File: config.mk
export PLATFORM = sky130hd
export DESIGN_NAME = alu_seq_mul_with_zero
export DESIGN_NICKNAME = d
export VERILOG_FILES = /design/src/rtl/alu_pkg.sv /design/src/rtl/alu_core_comb.sv /design/src/rtl/alu_seq_mul_with_zero.sv
export SDC_FILE = /design/constraint.sdc
export NUM_CORES = 1
export LEC_CHECK = 0
export ABC_AREA = 1
export BUFFER_PORTS_ARGS = -buffer_cell sky130_fd_sc_hd__buf_2
export CAP_MARGIN = 10
export CORE_MARGIN = 3
export CORE_UTILIZATION = 45
export CTS_CLUSTER_SIZE = 8
export DETAILED_ROUTE_END_ITERATION = 10
export SLEW_MARGIN = 20
export SYNTH_ARGS = -nofsm -noshare
export SYNTH_HDL_FRONTEND = slang
export SYNTH_SLANG_ARGS = --single-unit
File: constraint.sdc
create_clock -name clk -period 2.52 [get_ports clk]
set_input_delay 0 -clock clk [delete_from_list [all_inputs] [get_ports clk]]
set_output_delay 0 -clock clk [all_outputs]
set_load 0.02 [all_outputs]
File: src/rtl/alu_pkg.sv
// Shared encodings for the registered ALU with sequential multiply.
package alu_pkg;

  // Operation select encodings (same as the original combinational ALU).
  localparam logic [2:0] OP_AND  = 3'b000;
  localparam logic [2:0] OP_OR   = 3'b001;
  localparam logic [2:0] OP_ADD  = 3'b010;
  localparam logic [2:0] OP_SUB  = 3'b011;
  localparam logic [2:0] OP_ANDN = 3'b100;
  localparam logic [2:0] OP_ORN  = 3'b101;
  localparam logic [2:0] OP_MUL  = 3'b110;
  localparam logic [2:0] OP_SLT  = 3'b111;

  // Control states: idle, multiply in progress, result held for the consumer.
  typedef enum logic [1:0] {
    ST_IDLE = 2'd0,
    ST_MUL  = 2'd1,
    ST_DONE = 2'd2
  } alu_state_e;

endpackage

File: src/rtl/alu_core_comb.sv
// Single-cycle ALU operations (everything except MUL) producing y, carry/borrow
// and signed overflow. Purely combinational; the top registers the results.
module alu_core_comb
  import alu_pkg::*;
#(
  parameter int N = 32
) (
  input  logic [N-1:0] a,
  input  logic [N-1:0] b,
  input  logic [2:0]   sel,
  output logic [N-1:0] y,
  output logic         cout,
  output logic         ovf
);

  logic [N:0]   sum;
  logic [N-1:0] diff;

  // Decode sel; unknown or MUL encodings fall back to AND.
  always_comb begin
    sum  = {1'b0, a} + {1'b0, b};
    diff = a + ~b + N'(1);
    y    = a & b;
    cout = 1'b0;
    ovf  = 1'b0;
    case (sel)
      OP_OR:   y = a | b;
      OP_ADD: begin
        y    = sum[N-1:0];
        cout = sum[N];
        ovf  = (a[N-1] == b[N-1]) && (sum[N-1] != a[N-1]);
      end
      OP_SUB: begin
        y    = diff;
        cout = (a < b);
        ovf  = (a[N-1] != b[N-1]) && (diff[N-1] != a[N-1]);
      end
      OP_ANDN: y = a & ~b;
      OP_ORN:  y = a | ~b;
      OP_SLT:  y = {{(N-1){1'b0}}, ($signed(a) < $signed(b))};
      default: y = a & b;
    endcase
  end

endmodule

File: src/rtl/alu_seq_mul_with_zero.sv
// Registered ALU with zero flag and an N-cycle shift-add multiplier.
// Handshake: an operation is accepted on a rising edge where in_valid && in_ready;
// a result is taken on a rising edge where out_valid && out_ready. y and flags
// hold stable while out_valid is high and out_ready is low.
module alu_seq_mul_with_zero
  import alu_pkg::*;
#(
  parameter int N = 32
) (
  input  logic         clk,
  input  logic         rst_n,
  input  logic         in_valid,
  output logic         in_ready,
  input  logic [N-1:0] a,
  input  logic [N-1:0] b,
  input  logic [2:0]   sel,
  output logic         out_valid,
  input  logic         out_ready,
  output logic [N-1:0] y,
  output logic         cout,
  output logic         ovf,
  output logic         Z_flag,
  output alu_state_e   dbg_state
);

  localparam int CW = (N > 2) ? $clog2(N) : 1;

  alu_state_e     state_q, state_d;
  logic [CW-1:0]  cnt_q, cnt_d;
  logic [2*N-1:0] mcand_q, mcand_d;
  logic [N-1:0]   mplier_q, mplier_d;
  logic [2*N-1:0] acc_q, acc_d;
  logic [N-1:0]   y_q, y_d;
  logic           cout_q, cout_d;
  logic           ovf_q, ovf_d;
  logic           z_q, z_d;
  logic           out_valid_q, out_valid_d;

  logic [N-1:0]   core_y;
  logic           core_cout;
  logic           core_ovf;
  logic [2*N-1:0] mul_sum;
  logic           accept;

  alu_core_comb #(.N(N)) u_core (
    .a    (a),
    .b    (b),
    .sel  (sel),
    .y    (core_y),
    .cout (core_cout),
    .ovf  (core_ovf)
  );

  // A new op can enter when idle, or when the held result leaves this same edge.
  assign in_ready = (state_q == ST_IDLE) || ((state_q == ST_DONE) && out_ready);
  assign accept   = in_valid && in_ready;

  // Partial sum including the multiplier bit examined this cycle.
  assign mul_sum = acc_q + (mplier_q[0] ? mcand_q : '0);

  // Next-state, multiply datapath and result register logic.
  always_comb begin
    state_d     = state_q;
    cnt_d       = cnt_q;
    mcand_d     = mcand_q;
    mplier_d    = mplier_q;
    acc_d       = acc_q;
    y_d         = y_q;
    cout_d      = cout_q;
    ovf_d       = ovf_q;
    z_d         = z_q;
    out_valid_d = out_valid_q;

    case (state_q)
      ST_IDLE: ;
      ST_MUL: begin
        acc_d    = mul_sum;
        mcand_d  = mcand_q << 1;
        mplier_d = mplier_q >> 1;
        cnt_d    = cnt_q + CW'(1);
        // Last multiplier bit: publish the product on this edge.
        if (cnt_q == CW'(N - 1)) begin
          y_d         = mul_sum[N-1:0];
          cout_d      = |mul_sum[2*N-1:N];
          ovf_d       = 1'b0;
          z_d         = (mul_sum[N-1:0] == '0);
          out_valid_d = 1'b1;
          cnt_d       = '0;
          state_d     = ST_DONE;
        end
      end
      ST_DONE: begin
        if (out_ready) begin
          out_valid_d = 1'b0;
          state_d     = ST_IDLE;
        end
      end
      default: state_d = ST_IDLE;
    endcase

    // An accept (from IDLE or from DONE while draining) overrides the above.
    if (accept) begin
      if (sel == OP_MUL) begin
        mcand_d     = {{N{1'b0}}, a};
        mplier_d    = b;
        acc_d       = '0;
        cnt_d       = '0;
        out_valid_d = 1'b0;
        state_d     = ST_MUL;
      end else begin
        y_d         = core_y;
        cout_d      = core_cout;
        ovf_d       = core_ovf;
        z_d         = (core_y == '0);
        out_valid_d = 1'b1;
        state_d     = ST_DONE;
      end
    end
  end

  // State and output registers; reset aborts any multiply in flight.
  always_ff @(posedge clk or negedge rst_n) begin
    if (!rst_n) begin
      state_q     <= ST_IDLE;
      cnt_q       <= '0;
      mcand_q     <= '0;
      mplier_q    <= '0;
      acc_q       <= '0;
      y_q         <= '0;
      cout_q      <= 1'b0;
      ovf_q       <= 1'b0;
      z_q         <= 1'b1;
      out_valid_q <= 1'b0;
    end else begin
      state_q     <= state_d;
      cnt_q       <= cnt_d;
      mcand_q     <= mcand_d;
      mplier_q    <= mplier_d;
      acc_q       <= acc_d;
      y_q         <= y_d;
      cout_q      <= cout_d;
      ovf_q       <= ovf_d;
      z_q         <= z_d;
      out_valid_q <= out_valid_d;
    end
  end

  assign out_valid = out_valid_q;
  assign y         = y_q;
  assign cout      = cout_q;
  assign ovf       = ovf_q;
  assign Z_flag    = z_q;
  assign dbg_state = state_q;

endmodule

; ---- Yosys cells after proc, flatten, opt, wreduce, memory -nomap -nowiden
; Cells that the tools add are included.
[totals]
reg_bits = 203
input_bits = 71
word_cells = 94
[classes]
n_addsub = 5
magnitude_cmp = 2
eq_ne = 17
muxes = 43
bitwise = 5
reduce_logical = 12
[ops]
columns = cell, count
row1 = two-way mux 64 bit, 7
row2 = two-way mux 32 bit, 7
row3 = case mux 32 bit (6 select lines), 1
row4 = adder 64 bit, 1
row5 = bitwise AND 32 bit, 2
row6 = logical NOT 32 bit, 2
row7 = less-than comparator 32 bit, 2
row8 = bitwise OR 32 bit, 2
row9 = adder 32 x 32 -> 33 bit, 1
row10 = adder 32 x 1 -> 32 bit (second input constant), 1
row11 = adder 32 bit, 1
row12 = inverter 32 bit, 1
row13 = OR reduction 32 bit, 1
row14 = two-way mux 5 bit, 4
row15 = two-way mux 1 bit, 16
row16 = == test 3 bit (second input constant), 4
row17 = two-way mux 2 bit, 4
row18 = == test 3 x 2 -> 1 bit (second input constant), 2
row19 = != test 3 bit (second input constant), 2
row20 = case mux 1 bit (2 select lines), 3
row21 = case mux 2 bit (3 select lines), 1
row22 = AND reduction 3 bit, 2
row23 = adder 5 x 1 -> 5 bit (second input constant), 1
row24 = == test 5 bit (second input constant), 1
row25 = 10 further kinds, 15

; ---- Depth between registers and ports, before layout
; Gate-level depths: netlist (run 1).
[logic_depth]
ltp_word = 8
mapped_depth = 26
depth_no_buf = 24

; ---- By module
; From an unflattened synthesis (run 1), not the netlist that was laid out.
[unflattened]
cells_unflattened = 3940
hier_area_um2 = 22136.2
[modules_own_cells]
columns = module, n_inst, cells_per_inst, area_per_inst_um2, seq_area_each_um2
row1 = alu_seq_mul_with_zero, 1, 2555, 15528.6, 5081.1
row2 = alu_core_comb, 1, 1385, 6607.6, 0.0

; ---- Worst setup path after synthesis (run 1)
; Ideal clock, no wire load.
[synth_path]
path_kind = register -> register
start = register mplier_q[0]
end = register cout_q (netlist: cout)
setup_ns = 0.122
t_arrival_ns = 2.624
required_ns = 2.398
setup_slack_ns = -0.226
stages_incl_launch_ff = 25
n_path_buf = 1
path_cell_list = dfrtp_1 -> clkbuf_1 -> nand2_1 -> inv_1 -> ha_1 -> inv_1 -> fa_1 -> inv_1 -> nand3_1 -> nand2_1 -> nand2_1 -> nand2_1 -> nand2_1 -> nand2_1 -> nand3_1 -> nand3_1 -> nand2_1 -> nand2_1 -> nand2_1 -> nor2_1 -> nand2_1 -> nor2_1 -> nand2_1 -> nand2_1 -> a21oi_1
[synth_between]
elab_chain_len = 7
[synth_rtl]
columns = element, line_no
row1 = start: declaration, alu_seq_mul_with_zero.sv:31  ; logic [N-1:0] mplier_q, mplier_d;
row2 = start signal: assignment, alu_seq_mul_with_zero.sv:138  ; mplier_q <= mplier_d;
row3 = two-way mux 64 bit *, alu_seq_mul_with_zero.sv:59  ; assign mul_sum = acc_q + (mplier_q[0] ? mcand_q : '0);
row4 = adder 64 bit *, alu_seq_mul_with_zero.sv:59
row5 = OR reduction 32 bit *, alu_seq_mul_with_zero.sv:84  ; cout_d = |mul_sum[2*N-1:N];
row6 = two-way mux 1 bit *, alu_seq_mul_with_zero.sv:82  ; if (cnt_q == CW'(N - 1)) begin
row7 = two-way mux 1 bit *, alu_seq_mul_with_zero.sv:74  ; case (state_q)
row8 = two-way mux 1 bit, alu_seq_mul_with_zero.sv:103  ; if (sel == OP_MUL) begin
row9 = two-way mux 1 bit *, alu_seq_mul_with_zero.sv:102  ; if (accept) begin
row10 = named net cout_d, alu_seq_mul_with_zero.sv:34  ; logic cout_q, cout_d;
row11 = end signal: assignment, alu_seq_mul_with_zero.sv:141  ; cout_q <= cout_d;
row12 = end: declaration, alu_seq_mul_with_zero.sv:34
; Mark *: on every way through the listed nets, which the timed path passes. The rest lies on a longest branch.
; A chain may end at the register's enable or synchronous reset.

; ---- Final worst setup path (run 1)
; Same ends and word-level chain as after synthesis.

==> reports/qor.yml, run 1 <==
status:
  status: "complete, but fails checks"
  violations: "negative setup slack"
synthesis:
  synth_area_leaders: "dfrtp_1, nand2_1, inv_1, ha_1, nor2_1"
  ys_ff_latch: 203
  synthCells: 3752
  ys_seq_area_share_pct: 23.53
  avgSynthCellArea_sq_um: 5.755
  async_flop_share_pct: 100.0
  synth_area_sq_mm: 0.02159
  postSynthNetCount: 3955
  synth_cell_types: 46
  ys_warn_count: 0
  yosysTopAreaCell: "dfrtp_1"
  synthFlopType: "dfrtp_1"
  synth_top_area_share_pct: 23.41
  synth_enable_flop_cells: 0
global_route:
  grt_pass1_vias: 26710
  grt_pass1_wl_um: 150400
  track_usage_pct: 38.32
  antenna_found_initial: 4
  grt_max_degree: 114
  grt_overflow: 0
min_path:
  worst_hold_path_type: "in2reg"
pwr:
  p_leak_nw: 17.56
  power.density_mw_per_mm2: 1312
  ir_worst_vdd_uv: 775.8
  power_mw: 42.45
routing:
  drt-initial-drc-count: 2379
  remaining_drc_errors: 0
  avgViaCountPerCell: 5.311
  firstDrtPassIters: 6
  vias: 27840
  wl_per_cell_um: 19.30
  wl_um: 101200
  postRouteAntennaNets: 0
critical_path:
  crit_top_cell: "nand2_1"
  cpMaxStageDelayCell: "dfrtp_2"
  worst_setup_path_start_kind: "flip-flop"
  arrival_ns: 3.65
  worstSetupPathType: "reg2reg"
  max_stage_delay_ns: 0.53
  crit_path_end_kind: "flip-flop"
  required_ns: 2.98
  ff2ff_setup_slack_ns: -0.67
  path_max_fanout: 19
  crit_chain: "buf_12 > buf_12 > buf_4 > nand2_1 > inv_1 > ha_1 > buf_4 > nand3_1 > nand2_1 > a21oi_1 > nand2_1 > a21oi_1 > nand3_1 > nand2_2 > nand2_1 > nor2_2 > nand2_1 > nor2_1 > nand2_1 > nand2_1 > a21oi_1"
sta:
  clock_skew_ns: 0.05253
  worst_pin_slew_ns: 0.6446
  fin_ws_ns: -0.6738
  finalHoldViolations: 0
  period_share_pct: 126.7
  finalMaxSlewViolations: 0
  finalCriticalPeriod_ns: 3.194
  rsz0062_at_grt: "true"
  clock.fmax_mhz: 313.1
  whs_ns: 0.02439
  relSlewSlack_pct: 56.48
  setup_viol: 79
clocking:
  cts.clk_slew.worst_paths_ns: 0.06
  cts_htree_levels: 1
  cts_buffers: 31
  ctsLongestPathBuffers: 3
  clock-root-buffer: "clkbuf_16"
  clk_latency_ns: 0.62
  cts.sinks: 203
  cts_tree: "done"
layout:
  drive_above_1_share_pct: 29.51
  synthToLayoutAreaGrowth_pct: 49.80
  utilization_pct: 68.90
  nFillCells: 4280
  regArea_sq_mm: 0.005082
  final_nets: 4819
  multiInputGateArea_sq_mm: 0.01566
floorplanning:
  core_area_sq_mm: 0.04695
  num_rows: 79
  die_area_sq_mm: 0.05065
  dieWidth_um: 225.1
  die_h_um: 225.1
  initial_utilization_pct: 45.99
  pin_count: 110
place:
  port_buffers: 109
  gp_congestion: 1.029
  post-dp-hpwl_um: 78360
flow_run:
  drv_cap: 0
-- sequential cells by signal, summed over array words and instances (netlist names) --
| signal | cells |
|---|---|
| y | 32 |
| ovf | 1 |
| cnt_q | 5 |
| mcand_q | 64 |
| mplier_q | 32 |
| out_valid | 1 |
| acc_q | 64 |
| Z_flag | 1 |
| dbg_state | 2 |
| cout | 1 |
-- cells in the final DEF, fill, tap and decap left out, types with 6 or more instances in the layout --
cell type,n
a211oi_1,7
a21oi_1,163
a21oi_2,30
a31oi_1,34
buf_12,15
buf_2,108
buf_4,728
buf_6,26
clkbuf_1,13
clkbuf_16,33
dfrtp_1,201
dlygate4sd3_1,68
ha_1,72
ha_4,55
inv_1,635
inv_2,39
nand2_1,1103
nand2_2,134
nand2_4,12
nand3_1,189
nand3_2,25
nand3b_1,12
nand4_1,59
nor2_1,342
nor2_2,52
nor2_4,27
nor3_1,45
nor3_2,10
o211ai_1,101
o21ai_0,156
o21ai_1,21
o21ai_2,6
o21bai_1,8
xnor2_2,10
xnor2_4,8
xor2_1,8
xor2_2,7
-- worst max-delay path, delay by kind of cell, from the launching register on --
family | cells | cell delay (ns)
compound gates | 3 | 0.43
fa+ha+maj | 1 | 0.30
buf+inv | 5 | 0.71
flops | 1 | 0.53
simple gates | 12 | 1.05
-- final cells by class --
cell class                 instances  area share (%)
inverter                         677           7.879
multi-input combinational       2752           48.40
tap                              607           2.348
clock inverter                     4          0.1315
timing repair buffer             951           22.88
clock buffer                      46           2.634
sequential                       203           15.71
antenna                            2         0.01547
-- layer usage --
| metal | track usage (%) | vias to the layer above | wire, um |
|---|---|---|---|
| met3 | 5.406 | 280 | 7171 |
| li1 | - | 13570 | - |
| met2 | 64.70 | 1123 | 46580 |
| met5 | 0 | - | 0 |
| met1 | 48.16 | 12870 | 41120 |
| met4 | 19.01 | 0 | 6277 |
-- where the power goes --
group	total (mW)	switching [mW]	internal, mW
Combinational	32.2	17.4	14.7
Clock	3.89	1.59	2.30
Sequential	6.40	1.53	4.86
Total	42.5	20.6	21.9
-- stage by stage --
step                      std cells  area (sq um)  TNS (ns)  setup slack, ns
after global routing           5240         32340    -32.15          -0.8144
after detailed placement       5095         28270    -20.97          -0.8208
after floorplan                3752         21680         0         0.002734
final                          5242         32350    -21.81          -0.6738
after CTS                      5219         31090    -10.24          -0.5840
after global placement         5095         28270    -20.44          -0.8453
-- logic make-up (layout without fill, tap and decap cells) --
| family | after synthesis | after routing | synth area share [%] |
|---|---|---|---|
| flops | 203 | 203 | 23.53 |
| mux | 1 | 1 | 0.04636 |
| simple gates | 2037 | 2037 | 38.43 |
| compound gates | 544 | 544 | 14.51 |
| xor+xnor | 38 | 38 | 1.541 |
| buf+inv | 797 | 1678 | 14.19 |
| fa+ha+maj | 132 | 132 | 7.753 |
| other cells | 0 | 2 | 0 |
-- Yosys cell counts (2+ instances only) --
library cell and count:
nand3_2 2, buf_2 31, nor2_2 10, o21ai_2 3, nand2_2 4, nand3b_1 12, ha_1 129, nand4_1 59
buf_4 9, nor2_1 411, dfrtp_1 202, nor4_1 7, nor3_2 2, o21ai_0 169, fa_1 3, o22ai_1 4
or2_2 4, inv_1 664, a21oi_2 7, buf_1 7, nand3_1 216, a211oi_1 7, a22oi_1 4, or2_0 2
o211ai_1 101, clkbuf_1 73, nand2_1 1245, o21ai_1 11, xor2_1 20, inv_2 12, nor3_1 57, a21oi_1 187
xnor2_1 18, a31oi_1 34, and3_1 4, o21bai_1 8, a21o_1 5
-- path summary, 6_finish.rpt --
kind | from | endpoint | depth (start not counted)
min in group asynchronous | rst_n | acc_q[20] | 3
max in group asynchronous | rst_n | mcand_q[31] | 3
worst max-delay path | mplier_q[0] | cout | 21
worst min register to register | y[21] | y[21] | 2
worst max register to register | mplier_q[0] | cout | 21
worst min-delay path | b[1] | y[1] | 6
-- timing repair --
item,4_1_cts,5_1_grt
setup buffers,5,18
pin swaps,21,60
endpoints found under the setup margin,76,85
gates cloned,0,4
hold buffers,69,0
endpoints found under the hold margin,273,0
gates resized for setup,234,251
Power figures use the tool's default switching activity.
==> run 2, diff against run 1 <==
CORE_UTILIZATION = 58   (was 45)
MAX_ROUTING_LAYER = met4   (was unset)
PLACE_DENSITY = 0.79   (was unset)
==> reports/qor.yml, run 2 <==
status:
  stop_stage: "global routing"
  status: "stopped before the end"
  firstError: "[ERROR GRT-0116] Global routing finished with congestion. Check the congestion regions in the DRC Viewer."
clocking:
  cts.sinks: 203  # unchanged
  ctsLongestPathBuffers: 3  # unchanged
  clock-root-buffer: "clkbuf_16"
  cts_buffers: 30  # -3.2%
  cts_htree_levels: 1  # unchanged
synthesis:
  synth_top_area_share_pct: 23.41  # unchanged
  synth_enable_flop_cells: 0  # unchanged
  synth_area_sq_mm: 0.02159  # unchanged
  async_flop_share_pct: 100.0  # unchanged
  ys_seq_area_share_pct: 23.53  # unchanged
  synthCells: 3752  # unchanged
  synth_area_leaders: "dfrtp_1, nand2_1, inv_1, ha_1, nor2_1"
  yosysTopAreaCell: "dfrtp_1"
  ys_ff_latch: 203  # unchanged
  synthTopCellsByCount: "nand2_1, inv_1, nor2_1, nand3_1, dfrtp_1"
  avgSynthCellArea_sq_um: 5.755  # unchanged
  synth_cell_types: 46  # unchanged
  synth_most_common_cell: "nand2_1"
  synthFlopType: "dfrtp_1"
  postSynthNetCount: 3955  # unchanged
  ys_warn_count: 0  # unchanged
floorplanning:
  num_rows: 70  # -11%
  initial_utilization_pct: 58.98  # +13 points
  die_h_um: 199.0  # -12%
  dieWidth_um: 199.0  # -12%
  pin_count: 110  # unchanged
global_route:
  track_usage_pct: 73.63
  grt_pass1_wl_um: 213400
  grt_max_degree: 116
  grt_overflow: 19
  grt_pass1_vias: 35280
place:
  post-place-ws_ns: -0.8862  # -0.06536 ns
  post-dp-hpwl_um: 76660  # -2.2%
  gp_congestion: 1.127  # +9.6%
  port_buffers: 109  # unchanged
==> run 2: logic make-up after synthesis <==
family / count (synthesis) / synth area share (%)
AO/OA/AOI/OAI: 544 / 14.51
XOR/XNOR: 38 / 1.541
adder cells (fa/ha/maj): 132 / 7.753
buffers and inverters: 797 / 14.19
flip-flops: 203 / 23.53
multiplexers: 1 / 0.04636
AND/OR/NAND/NOR: 2037 / 38.43
==> run 2: metrics by stage <==
stage               util [%]  hold WS [ns]  instances  cell area, sq um
floorplan                  -       -0.2956       3752             21680
global placement       76.01      -0.01291       4925             27830
detailed placement     76.01     -0.006738       4925             27830
CTS                    84.00     0.0009480       5046             30750
==> run 2: layer usage <==
metal,GRT usage [%],GRT overflow
met3,56.49,11
met4,67.13,5
met5,-,-
met1,73.67,0
met2,89.66,3
==> run 2: repair_timing <==
| action | 4_1_cts |
|---|---|
| pin swaps | 26 |
| endpoints found under the setup margin | 79 |
| gates resized for setup | 268 |
| buffers inserted | 5 |
| endpoints found under the hold margin | 268 |
| hold buffers | 67 |
==> run 3, diff against run 2 <==
CORE_UTILIZATION = 40   (was 58)
CTS_CLUSTER_SIZE = unset   (was 8)
MAX_ROUTING_LAYER = unset   (was met4)
PLACE_DENSITY = unset   (was 0.79)
PLACE_DENSITY_LB_ADDON = 0.15   (was unset)
clock period = 3.3 ns   (was 2.52 ns; I/O delays follow)
==> reports/qor.yml, run 3 (synthesized netlist as in run 1, its figures left out) <==
routing:
  firstDrtPassIters: 8
  remaining_drc_errors: 0
  avgViaCountPerCell: 5.250
  drt-initial-drc-count: 2024
  wl_per_cell_um: 19.00
  vias: 24570
  wl_um: 88910
  postRouteAntennaNets: 0
pwr:
  switchingPower_mw: 12.32
  power.density_mw_per_mm2: 930.3
  p_leak_nw: 14.07
  ir_worst_vdd_uv: 434.6
  p_seq_share_pct: 20.0
  switching_share_pct: 52.06
  comb_power_share_pct: 67.8
  power_mw: 23.67
  pwr-share-clk_pct: 12.2
  internal_power_mw: 11.35
floorplanning:
  pin_count: 110  # unchanged
  num_rows: 84  # +20%
  dieWidth_um: 238.3  # +20%
  core_area_sq_mm: 0.05297
  die_area_sq_mm: 0.05681
  die_h_um: 238.3  # +20%
  initial_utilization_pct: 40.76  # -18 points
clocking:
  cts_tree: "done"
  cts_buffers: 25  # -17%
  ctsLongestPathBuffers: 3  # unchanged
  cts_htree_levels: 1  # unchanged
  cts.clk_slew.worst_paths_ns: 0.06
  clock-root-buffer: "clkbuf_16"
  clk_latency_ns: 0.55
  cts.sinks: 203  # unchanged
layout:
  nFillCells: 5846
  drive_above_1_share_pct: 10.38
  synthToLayoutAreaGrowth_pct: 17.82
  multiInputGateArea_sq_mm: 0.01378
  regArea_sq_mm: 0.005082
  mostFrequentLayoutCell: "nand2_1"
  mostFrequentLayoutCells: "nand2_1, inv_1, nor2_1, nand3_1, dfrtp_1"
  reg.largest.list: "acc_q x64, mcand_q x64"
  final_nets: 4173
sta:
  finalCriticalPeriod_ns: 3.197
  finalHoldViolations: 0
  period_share_pct: 96.89
  worst_pin_slew_ns: 1.052
  rsz0062_at_grt: "true"
  setup_viol: 0
  clock.fmax_mhz: 312.8
  clock_skew_ns: 0.02089
  relSlewSlack_pct: 29.87
  finalMaxSlewViolations: 0
  fin_ws_ns: 0.1026
place:
  port_buffers: 109  # unchanged
  post-place-ws_ns: -0.1043  # +0.7818 ns
  post-dp-hpwl_um: 71880  # -6.2%
  gp_congestion: 1.012  # -10%
critical_path:
  r2r-end: "cout"
  crit_path_end_kind: "flip-flop"
  crit_top_cell: "nand2_1"
  required_ns: 3.71
  worstReg2RegStart: "mplier_q[0]"
  cpMaxStageDelayCell: "dfrtp_2"
  worstSetupPathType: "reg2reg"
  ff2ff_setup_slack_ns: 0.10
  max_stage_delay_ns: 0.43
  crit_chain: "buf_12 > nand2_1 > inv_1 > ha_1 > nand2_1 > nor2_2 > nand2_1 > nor2_1 > nand2_1 > nand2_1 > buf_4 > nand2_1 > nand2_1 > nand2_1 > nand2_1 > nand2_1 > nor2_1 > nand2_1 > nor2_1 > nand2_1 > nand2_1 > a21oi_1"
  path_max_fanout: 28
  r2r_cells: 22
  worst_setup_path_start_kind: "flip-flop"
  arrival_ns: 3.60
global_route:
  track_usage_pct: 30.84
  grt_overflow: 0
  antenna_found_initial: 5
  grt_pass1_vias: 23830
  grt_pass1_wl_um: 136800
  grt_max_degree: 131
flow_run:
  drv_cap: 0
min_path:
  worst_hold_path_type: "in2async"
status:
  status: "finished clean"
## run 3: per-stage QoR
| step | cell area (sq um) | TNS, ns | cells | utilization (%) | hold slack, ns |
|---|---|---|---|---|---|
| finish | 25440 | 0 | 4680 | 48.03 | 0.02867 |
| global route | 25440 | -0.07636 | 4679 | 48.02 | 0.07965 |
| CTS | 25120 | 0 | 4674 | 47.41 | 0.05424 |
| detailed placement | 23590 | -0.1043 | 4563 | 44.53 | 0.04687 |
| global placement | 23590 | -0.1239 | 4563 | 44.53 | 0.04694 |
| floorplan | 21590 | 0 | 3752 | - | -0.2956 |
## run 3: area by class of cell
cell class,instances,area share (%)
multi-input cells,2752,54.16
flip-flops and latches,203,19.98
inverters,677,10.02
repair buffers,311,9.054
well taps,688,3.384
clock buffers,36,2.779
clock inverters,9,0.5853
diodes,4,0.03934
## run 3: worst max-delay path: cells and delay by family (launching register included)
kind	cells	cell delay, ns
and+or+nand+nor	17	1.80
DFF	1	0.43
buffers and inverters	3	0.36
adders and majority gates	1	0.36
AOI/OAI and AO/OA	1	0.08
## run 3: routing by layer
metal / up-vias / GRT usage (%) / wire [um]
met5: - / 0 / 13
met4: 2 / 10.74 / 3453
met3: 171 / 3.918 / 5354
met2: 810 / 52.58 / 41400
met1: 11340 / 40.32 / 38690
li1: 12250 / - / -
## run 3: timing repair
item	4_1_cts	5_1_grt
buffers inserted	0	2
setup endpoints to repair	1	3
resized for setup	3	88
endpoints found under the hold margin	206	0
pin swaps	0	12
hold buffers	66	0
cloned	0	0
## run 3: power by group through the flow
stage | combinational [mW] | clock (mW) | sequential [mW]
global route | 17.9 | 3.06 | 4.86
finish | 16.0 | 2.90 | 4.73
detailed placement | 15.3 | 0 | 4.71
floorplan | 9.62 | 0 | 4.55
CTS | 15.5 | 2.97 | 4.70
global placement | 15.3 | 0 | 4.74
## run 3: worst max path at each step
stage	cells past startpoint	slack (ns)	start	end
floorplan	24	0.55	mplier_q[0]	cout
global placement	19	-0.12	mplier_q[0]	cout
detailed placement	19	-0.10	mplier_q[0]	cout
CTS	19	0.006	mplier_q[0]	cout
global route	21	-0.08	mplier_q[0]	cout
finish	22	0.10	mplier_q[0]	cout
